File: src/rtl/gpc_fetch_ctrl.sv
// gpc_fetch_ctrl: instruction-fetch sequencer for the GPC.
// Owns the architectural PC and issues one fetch at a time, then holds the
// fetched word until the core commits it. Stops on ebreak or a fetch fault.
//
// Ports:
//   clk, rst                    clock and synchronous active-high reset
//   mem_req_valid/ready/addr    fetch request to instruction memory
//   mem_rsp_valid/data          fetch response from instruction memory
//   inst, inst_valid/ready      instruction presented to / committed by core
//   next_pc, ebreak             commit-time info from the core
//   pc                          address of current or outstanding instruction
//   halted, fetch_err           sticky terminal status flags
module gpc_fetch_ctrl #(
  parameter logic [31:0] RESET_PC = 32'h8000_0000,
  parameter int unsigned TIMEOUT  = 16
) (
  input  logic        clk,
  input  logic        rst,
  output logic        mem_req_valid,
  input  logic        mem_req_ready,
  output logic [31:0] mem_req_addr,
  input  logic        mem_rsp_valid,
  input  logic [31:0] mem_rsp_data,
  output logic [31:0] inst,
  output logic        inst_valid,
  input  logic        inst_ready,
  input  logic [31:0] next_pc,
  input  logic        ebreak,
  output logic [31:0] pc,
  output logic        halted,
  output logic        fetch_err
);

  localparam int unsigned CntW    = (TIMEOUT == 0) ? 1 : $clog2(TIMEOUT + 1);
  localparam int unsigned CntLast = (TIMEOUT == 0) ? 0 : TIMEOUT - 1;

  typedef enum logic [2:0] {StReq, StWait, StHold, StHalt, StErr} state_e;

  state_e            state_q, state_d;
  logic [31:0]       pc_q, pc_d;
  logic [31:0]       inst_q, inst_d;
  logic [CntW-1:0]   cnt_q, cnt_d;

  always_ff @(posedge clk) begin
    if (rst) begin
      state_q <= StReq;
      pc_q    <= RESET_PC;
      inst_q  <= '0;
      cnt_q   <= '0;
    end else begin
      state_q <= state_d;
      pc_q    <= pc_d;
      inst_q  <= inst_d;
      cnt_q   <= cnt_d;
    end
  end

  always_comb begin
    state_d       = state_q;
    pc_d          = pc_q;
    inst_d        = inst_q;
    cnt_d         = cnt_q;
    mem_req_valid = 1'b0;
    inst_valid    = 1'b0;
    unique case (state_q)
      StReq: begin
        // Responses arriving here are stale (e.g. issued before a reset).
        mem_req_valid = 1'b1;
        if (mem_req_ready) begin
          state_d = StWait;
          cnt_d   = '0;
        end
      end
      StWait: begin
        // A response in the final timeout cycle still wins.
        if (mem_rsp_valid) begin
          inst_d  = mem_rsp_data;
          state_d = StHold;
        end else if ((TIMEOUT != 0) && (cnt_q == CntW'(CntLast))) begin
          state_d = StErr;
        end else begin
          cnt_d = cnt_q + CntW'(1);
        end
      end
      StHold: begin
        inst_valid = 1'b1;
        if (inst_ready) begin
          // ebreak outranks a misaligned next_pc; pc stays on the last instruction.
          if (ebreak) begin
            state_d = StHalt;
          end else if (next_pc[1:0] != 2'b00) begin
            state_d = StErr;
          end else begin
            pc_d    = next_pc;
            state_d = StReq;
          end
        end
      end
      StHalt, StErr: begin
        state_d = state_q;
      end
      default: begin
        state_d = StErr;
      end
    endcase
  end

  assign mem_req_addr = pc_q;
  assign pc           = pc_q;
  assign inst         = inst_q;
  assign halted       = (state_q == StHalt);
  assign fetch_err    = (state_q == StErr);

endmodule

File: config.mk
export PLATFORM = sky130hd
export DESIGN_NAME = gpc_fetch_ctrl
export DESIGN_NICKNAME = d
export VERILOG_FILES = /design/src/rtl/gpc_fetch_ctrl.sv
export SDC_FILE = /design/constraint.sdc
export NUM_CORES = 1
export LEC_CHECK = 0
export ABC_AREA = 1
export CAP_MARGIN = 10
export CORE_ASPECT_RATIO = 1.5
export CORE_UTILIZATION = 30
export CTS_BUF_LIST = sky130_fd_sc_hd__clkbuf_4
export DETAILED_ROUTE_END_ITERATION = 10
export DONT_BUFFER_PORTS = 1
export PLACE_DENSITY = 0.47
export SLEW_MARGIN = 20
export SYNTH_ARGS = -nofsm -noshare
export SYNTH_HDL_FRONTEND = slang
export SYNTH_SLANG_ARGS = --single-unit
File: constraint.sdc
create_clock -name clk -period 1.4 [get_ports clk]
set_input_delay 0.28 -clock clk [delete_from_list [all_inputs] [get_ports clk]]
set_output_delay 0.28 -clock clk [all_outputs]
set_load 0.005 [all_outputs]
# Word-level counts from Yosys, hierarchy flattened

Cells that the tools add are included.

Add/sub/neg operators: 1
Equal/unequal tests: 10
Multiplexer cells: 13
Bitwise gates (word level): 3
Reductions and logical operators: 8

Operators by type and width:

| operator                                             | number |
|---|---|
| two-way mux 3 bit                                    | 6 |
| two-way mux 5 bit                                    | 3 |
| case mux 3 bit (4 select lines)                      | 1 |
| AND reduction 4 bit                                  | 3 |
| case mux 5 bit (2 select lines)                      | 1 |
| inequality test 2 bit (second input constant)        | 4 |
| equality test 3 x 2 -> 1 bit (second input constant) | 2 |
| adder 5 x 1 -> 5 bit (second input constant)         | 1 |
| equality test 5 x 4 -> 1 bit (second input constant) | 1 |
| nonzero test 2 bit                                   | 2 |
| equality test 3 x 1 -> 1 bit (second input constant) | 1 |
| equality test 3 bit (second input constant)          | 1 |
| logical NOT 3 bit                                    | 1 |
| inequality test 3 bit (second input constant)        | 1 |
| inverter 1 bit                                       | 3 |
| two-way mux 1 bit                                    | 2 |
| AND reduction 2 bit                                  | 1 |
| OR reduction 2 bit                                   | 1 |

Register bits: 72
Input port bits: 70
Output and inout bits: 100
Logic and storage cells: 39

# Depth between registers and ports, before layout

Depth after elaboration: 5
Depth in mapped cells: 11
Depth with buffers taken out: 11

# Worst setup path before layout

No wires, ideal clock.

Path type: register to register
Start: reg cnt_q[0]
End: reg cnt_q[3]
Library setup time: 0.113 ns
Arrival: 1.329 ns
Data required time: 1.287 ns
Slack: -0.042 ns
Stages on the path, launching flop included: 11
Path buffers: 0
Period minus slack after synthesis: 1.442 ns
Path through: dfxtp_1 ha_1 nand2_1 nor2_1 ha_1 nor2_1 o21ai_2 nor2_4 nand2_1 nand2_1 nor2_1

Longest elaborated chain between the ends: 4
Elaborated cells between the ends (all ways): 7
Classes of those cells: add/sub: 1; eq/ne: 2; mux: 3; reduce/logical: 1

Ends and longest elaborated chain:

| element                         | line | text |
|---|---|---|
| start: declaration              | 42   | `logic [CntW-1:0] cnt_q, cnt_d;` |
| start signal: assignment        | 54   | `cnt_q <= cnt_d;` |
| adder 5 x 1 -> 5 bit            | 82   | `cnt_d = cnt_q + CntW'(1);` |
| two-way mux 5 bit               | 79   | `end else if ((TIMEOUT != 0) && (cnt_q == CntW'(CntLast))) begin` |
| two-way mux 5 bit               | 76   | `if (mem_rsp_valid) begin` |
| case mux 5 bit (2 select lines) | 65   | `unique case (state_q)` |

Parallel ways exist; a longest one is shown, timed or not. The select of a mux whose other input is x is not followed.
A chain may end at the register's enable or synchronous reset.

# Worst setup path in the final report

Start: reg state_q[0]
End: reg inst_q[31], in the netlist inst[31]

Longest elaborated chain between the ends: 2

Ends and longest elaborated chain:

| element                       | line | text |
|---|---|---|
| start: declaration            | 39   | `state_e state_q, state_d;` |
| start signal: assignment      | 46   | `state_q <= StReq;` |
| start signal: assignment      | 51   | `state_q <= state_d;` |
| equality test 3 x 1 -> 1 bit  | 65   |  |
| AND reduction 2 bit (no line) | -    |  |
| end signal: assignment        | 53   | `inst_q <= inst_d;` |
| end: declaration              | 41   | `logic [31:0] inst_q, inst_d;` |

No other way between the ends.

==> results.md <==
| Item | This run | Unit |
|:---|:---|:---|
| Clock Path Buffers | 2 | - |
| Number of standard cells after synthesis | 402 | - |
| Row cnt | 44 | - |
| Post-placement worst setup slack | -0.104 | ns |
| Max-slew violation count | 0 | - |
| Yosys Warn Count | 0 | - |
| Max Fanout on Critical Path | 8 | - |
| Diode count | 0 | - |
| Cell area after placement | 2990 | um^2 |
| H-tree depth | 3 | - |
| First-pass detailed-route iteration total | 4 | - |
| Total of flip-flops plus latches after synthesis | 72 | - |
| Layout-stage area growth over the synthesis result | 49.4 | % |
| Power density of the placed cells | 1670 | nW/um^2 |
| Fraction of final layout cells sized beyond drive strength 1 | 30.9 | % |
| Failing checks | negative setup slack | - |
| Core ar. | 9690 | um^2 |
| Run status | finished with violations | - |
| TritonCTS Sinks | 72 | - |
| CTS tree | yes | - |
| Crit-path slowest cell | sky130_fd_sc_hd__dfxtp_4 | - |
| Worst R2R Setup Slack | -0.1 | ns |
| Final weighted congestion of routability-driven global placement | 0.811 | - |
| Leading cell type in the layout, fill and taps excluded | sky130_fd_sc_hd__nor2_1 | - |
| Mapped Area | 3000 | um^2 |
| Clock Root Buffer | sky130_fd_sc_hd__clkbuf_4 | - |
| Die width | 83.7 | um |
| Crit share post-route | 107 | % |
| Cell chain of the critical path | buf_6, buf_6, nand4_4, clkinv_4, clkbuf_16, nor2_4, nor2_1 | - |
| Global routing usage summed across all routing layers | 13.7 | % |
| Initial antenna violation count | 0 | - |
| Number of buffer cells added on primary ports | 0 | - |
| Number of nets at the end of the flow | 523 | - |
| Later-pin clock latency in the skew report | 0.42 | ns |
| Leakage power | 0.00180 | uW |
| Via density per instance | 4.81 | - |
| Crit path max-delay family | buffers and inverters | - |
| Number of top-level pins | 170 | - |
| Worst IR drop on VDD | 945 | uV |
| Highest-count cells in the layout ignoring fill and taps | sky130_fd_sc_hd__nor2_1 (104), sky130_fd_sc_hd__dfxtp_1 (67), sky130_fd_sc_hd__dlygate4sd3_1 (45) | - |
| Critical path startpoint category | flop | - |
| Initial Util | 31.0 | % |
| Final setup violating endpoints | 49 | - |
| Headroom to the max-slew limit | 61.0 | % |
| Share of synthesized area occupied by flip-flops and latches | 48.0 | % |
| Final-report hold violation count | 0 | - |
| Min-Delay Path Class | primary input to flop | - |
| Highest Clock Rate | 0.668 | GHz |
| Pin count of the biggest net entering global routing | 69 | - |
| Average routed wire per standard cell | 16.1 | um |
| Die H | 125 | um |
| Count of buffering cells on the critical path with inverters included | 4 | - |
| Vias in the first global route | 2474 | - |
| Data arrival time at the worst-slack endpoint | 1.85 | ns |
| Number of distinct standard cells referenced by the synthesized netlist | 23 | - |
| Post-route cell area | 4490 | um^2 |
| Critical path class | flop to flop | - |
| Total CTS buffers | 9 | - |
| Detailed Route WL | 9210 | um |
| Final critical delay including setup and external delays | 1.50 | ns |
| Residual DRC | 0 | - |
| GRT Residual Overflow | 0 | - |
| Setup repair after global routing missed its margin | yes | - |
| Slowest stage delay, CP | 0.40 | ns |
| Average size of a mapped cell | 7.47 | um^2 |
| Final core utilization | 46.3 | % |
| Required time of the critical path | 1.76 | ns |
| Half-perimeter wire length after detailed placement | 4790 | um |
| Net Count, Synth | 474 | - |
| Most frequent cell on the critical path | sky130_fd_sc_hd__buf_6 | - |
| Worst Setup Slack, final | -0.0966 | ns |
| Antenna Violating Nets Remaining | 0 | - |
| Vias after detailed routing | 2746 | - |
| Wire length of the first global-routing pass | 11400 | um |
| Clock-pin slew on the worst setup and hold paths | 0.12 | ns |
| Number of violations of the max-capacitance limit | 0 | - |
| Die Footprint | 10400 | um^2 |
| Worst-case clock skew | 0.0195 | ns |
| Kind of capture point of the worst setup path | flop | - |
| Worst-Margin Slew | 0.580 | ns |
| Iter 0 DRT Violations | 87 | - |
==> cell families (layout without fill, tap and decap cells) <==
family	count (synthesis)	in the layout	share of synthesized area (%)
simple gates	191	192	26.0
compound gates	71	71	12.0
flops	72	72	48.0
fa+ha+maj	2	2	0.833
buf+inv	66	119	13.2
==> report_power, final <==
| group | switching, uW | leakage, uW | internal, uW |
|---|---|---|---|
| combinational | 1570 | 0.00112 | 1540 |
| clock | 738 | 0.0000910 | 889 |
| sequential | 381 | 0.000587 | 2380 |
| total | 2690 | 0.00180 | 4810 |
==> worst reg2reg max path, stage by stage (launching register included) <==
cell	delay, ns
sky130_fd_sc_hd__dfxtp_4	0.40
sky130_fd_sc_hd__buf_6	0.12
sky130_fd_sc_hd__buf_6	0.10
sky130_fd_sc_hd__nand4_4	0.26
sky130_fd_sc_hd__clkinv_4	0.21
sky130_fd_sc_hd__clkbuf_16	0.20
sky130_fd_sc_hd__nor2_4	0.04
sky130_fd_sc_hd__nor2_1	0.10
==> metal layers <==
layer,share of wire (%),track usage (%),vias to the layer above
met4,2.4,6.28,0
li1,-,-,1349
met3,7.0,6.23,17
met2,53,24.0,138
met1,38,13.6,1242
met5,0,0,-
==> area by class of cell <==
type / instances / area [um^2]
fill: 928 / 5200
multi-input combinational: 265 / 1570
sequential: 72 / 1450
timing repair buffer: 88 / 1060
tap: 115 / 144
clock inverter: 7 / 110
inverter: 15 / 81.3
clock buffer: 9 / 67.6
==> cells in the mapped netlist <==
| cell type | count | share of area [%] |
|---|---|---|
| sky130_fd_sc_hd__buf_2 | 4 | 0.67 |
| sky130_fd_sc_hd__nand4_4 | 1 | 0.71 |
| sky130_fd_sc_hd__nor2_2 | 2 | 0.42 |
| sky130_fd_sc_hd__nand3_1 | 7 | 1.2 |
| sky130_fd_sc_hd__ha_1 | 2 | 0.83 |
| sky130_fd_sc_hd__inv_2 | 4 | 0.50 |
| sky130_fd_sc_hd__dfxtp_1 | 72 | 48 |
| sky130_fd_sc_hd__buf_6 | 3 | 1.1 |
| sky130_fd_sc_hd__nand4_1 | 1 | 0.21 |
| sky130_fd_sc_hd__nand2_2 | 2 | 0.42 |
| sky130_fd_sc_hd__or2_2 | 1 | 0.21 |
| sky130_fd_sc_hd__nor3_4 | 1 | 0.54 |
| sky130_fd_sc_hd__nor3_1 | 2 | 0.33 |
| sky130_fd_sc_hd__nor2_1 | 142 | 18 |
| sky130_fd_sc_hd__nand2_1 | 31 | 3.9 |
| sky130_fd_sc_hd__buf_4 | 32 | 8.0 |
| sky130_fd_sc_hd__o21ai_2 | 1 | 0.29 |
| sky130_fd_sc_hd__o21ai_0 | 65 | 11 |
| sky130_fd_sc_hd__clkbuf_2 | 1 | 0.17 |
| sky130_fd_sc_hd__nor2_4 | 1 | 0.37 |
| sky130_fd_sc_hd__inv_1 | 11 | 1.4 |
| sky130_fd_sc_hd__a21oi_1 | 5 | 0.83 |
| sky130_fd_sc_hd__clkbuf_1 | 11 | 1.4 |
==> per-stage QoR <==
| stage | power [uW] | std cells | TNS, ns | hold WS, ns |
|---|---|---|---|---|
| 2_1_floorplan | 3780 | 402 | 0 | 0.349 |
| 3_3_place_gp | 4260 | 483 | -0.332 | 0.350 |
| 3_5_place_dp | 4290 | 483 | -1.02 | 0.353 |
| 4_1_cts | 6410 | 538 | -0.740 | 0.000182 |
| 5_1_grt | 7950 | 571 | -6.87 | -0.00226 |
| 6_report | 7490 | 571 | -1.84 | 0.00374 |
==> repair_timing <==
action,CTS,global route
pin swaps,14,44
endpoints found under the hold margin,35,13
hold buffers,32,13
resized for setup,33,149
setup buffers,9,8
cloned,0,12
setup endpoints to repair,43,74
==> worst paths after layout <==
| kind | startpoint | to | cells after the start |
|---|---|---|---|
| setup / recovery | state_q[0]$_SDFFE_PP0P_ | inst[31]$_SDFFE_PP0P_ | 7 |
| hold / removal | next_pc[15] | mem_req_addr[15]$_SDFFE_PP0P_ | 2 |
| setup reg to reg | state_q[0]$_SDFFE_PP0P_ | inst[31]$_SDFFE_PP0P_ | 7 |
| hold reg to reg | mem_req_addr[1]$_SDFFE_PP0P_ | mem_req_addr[1]$_SDFFE_PP0P_ | 2 |
==> flip-flops by register name, indices dropped and copies added (netlist names) <==
register and count:
mem_req_addr 32, inst 32, cnt_q 5, state_q 3
Power figures use the tool's default switching activity.
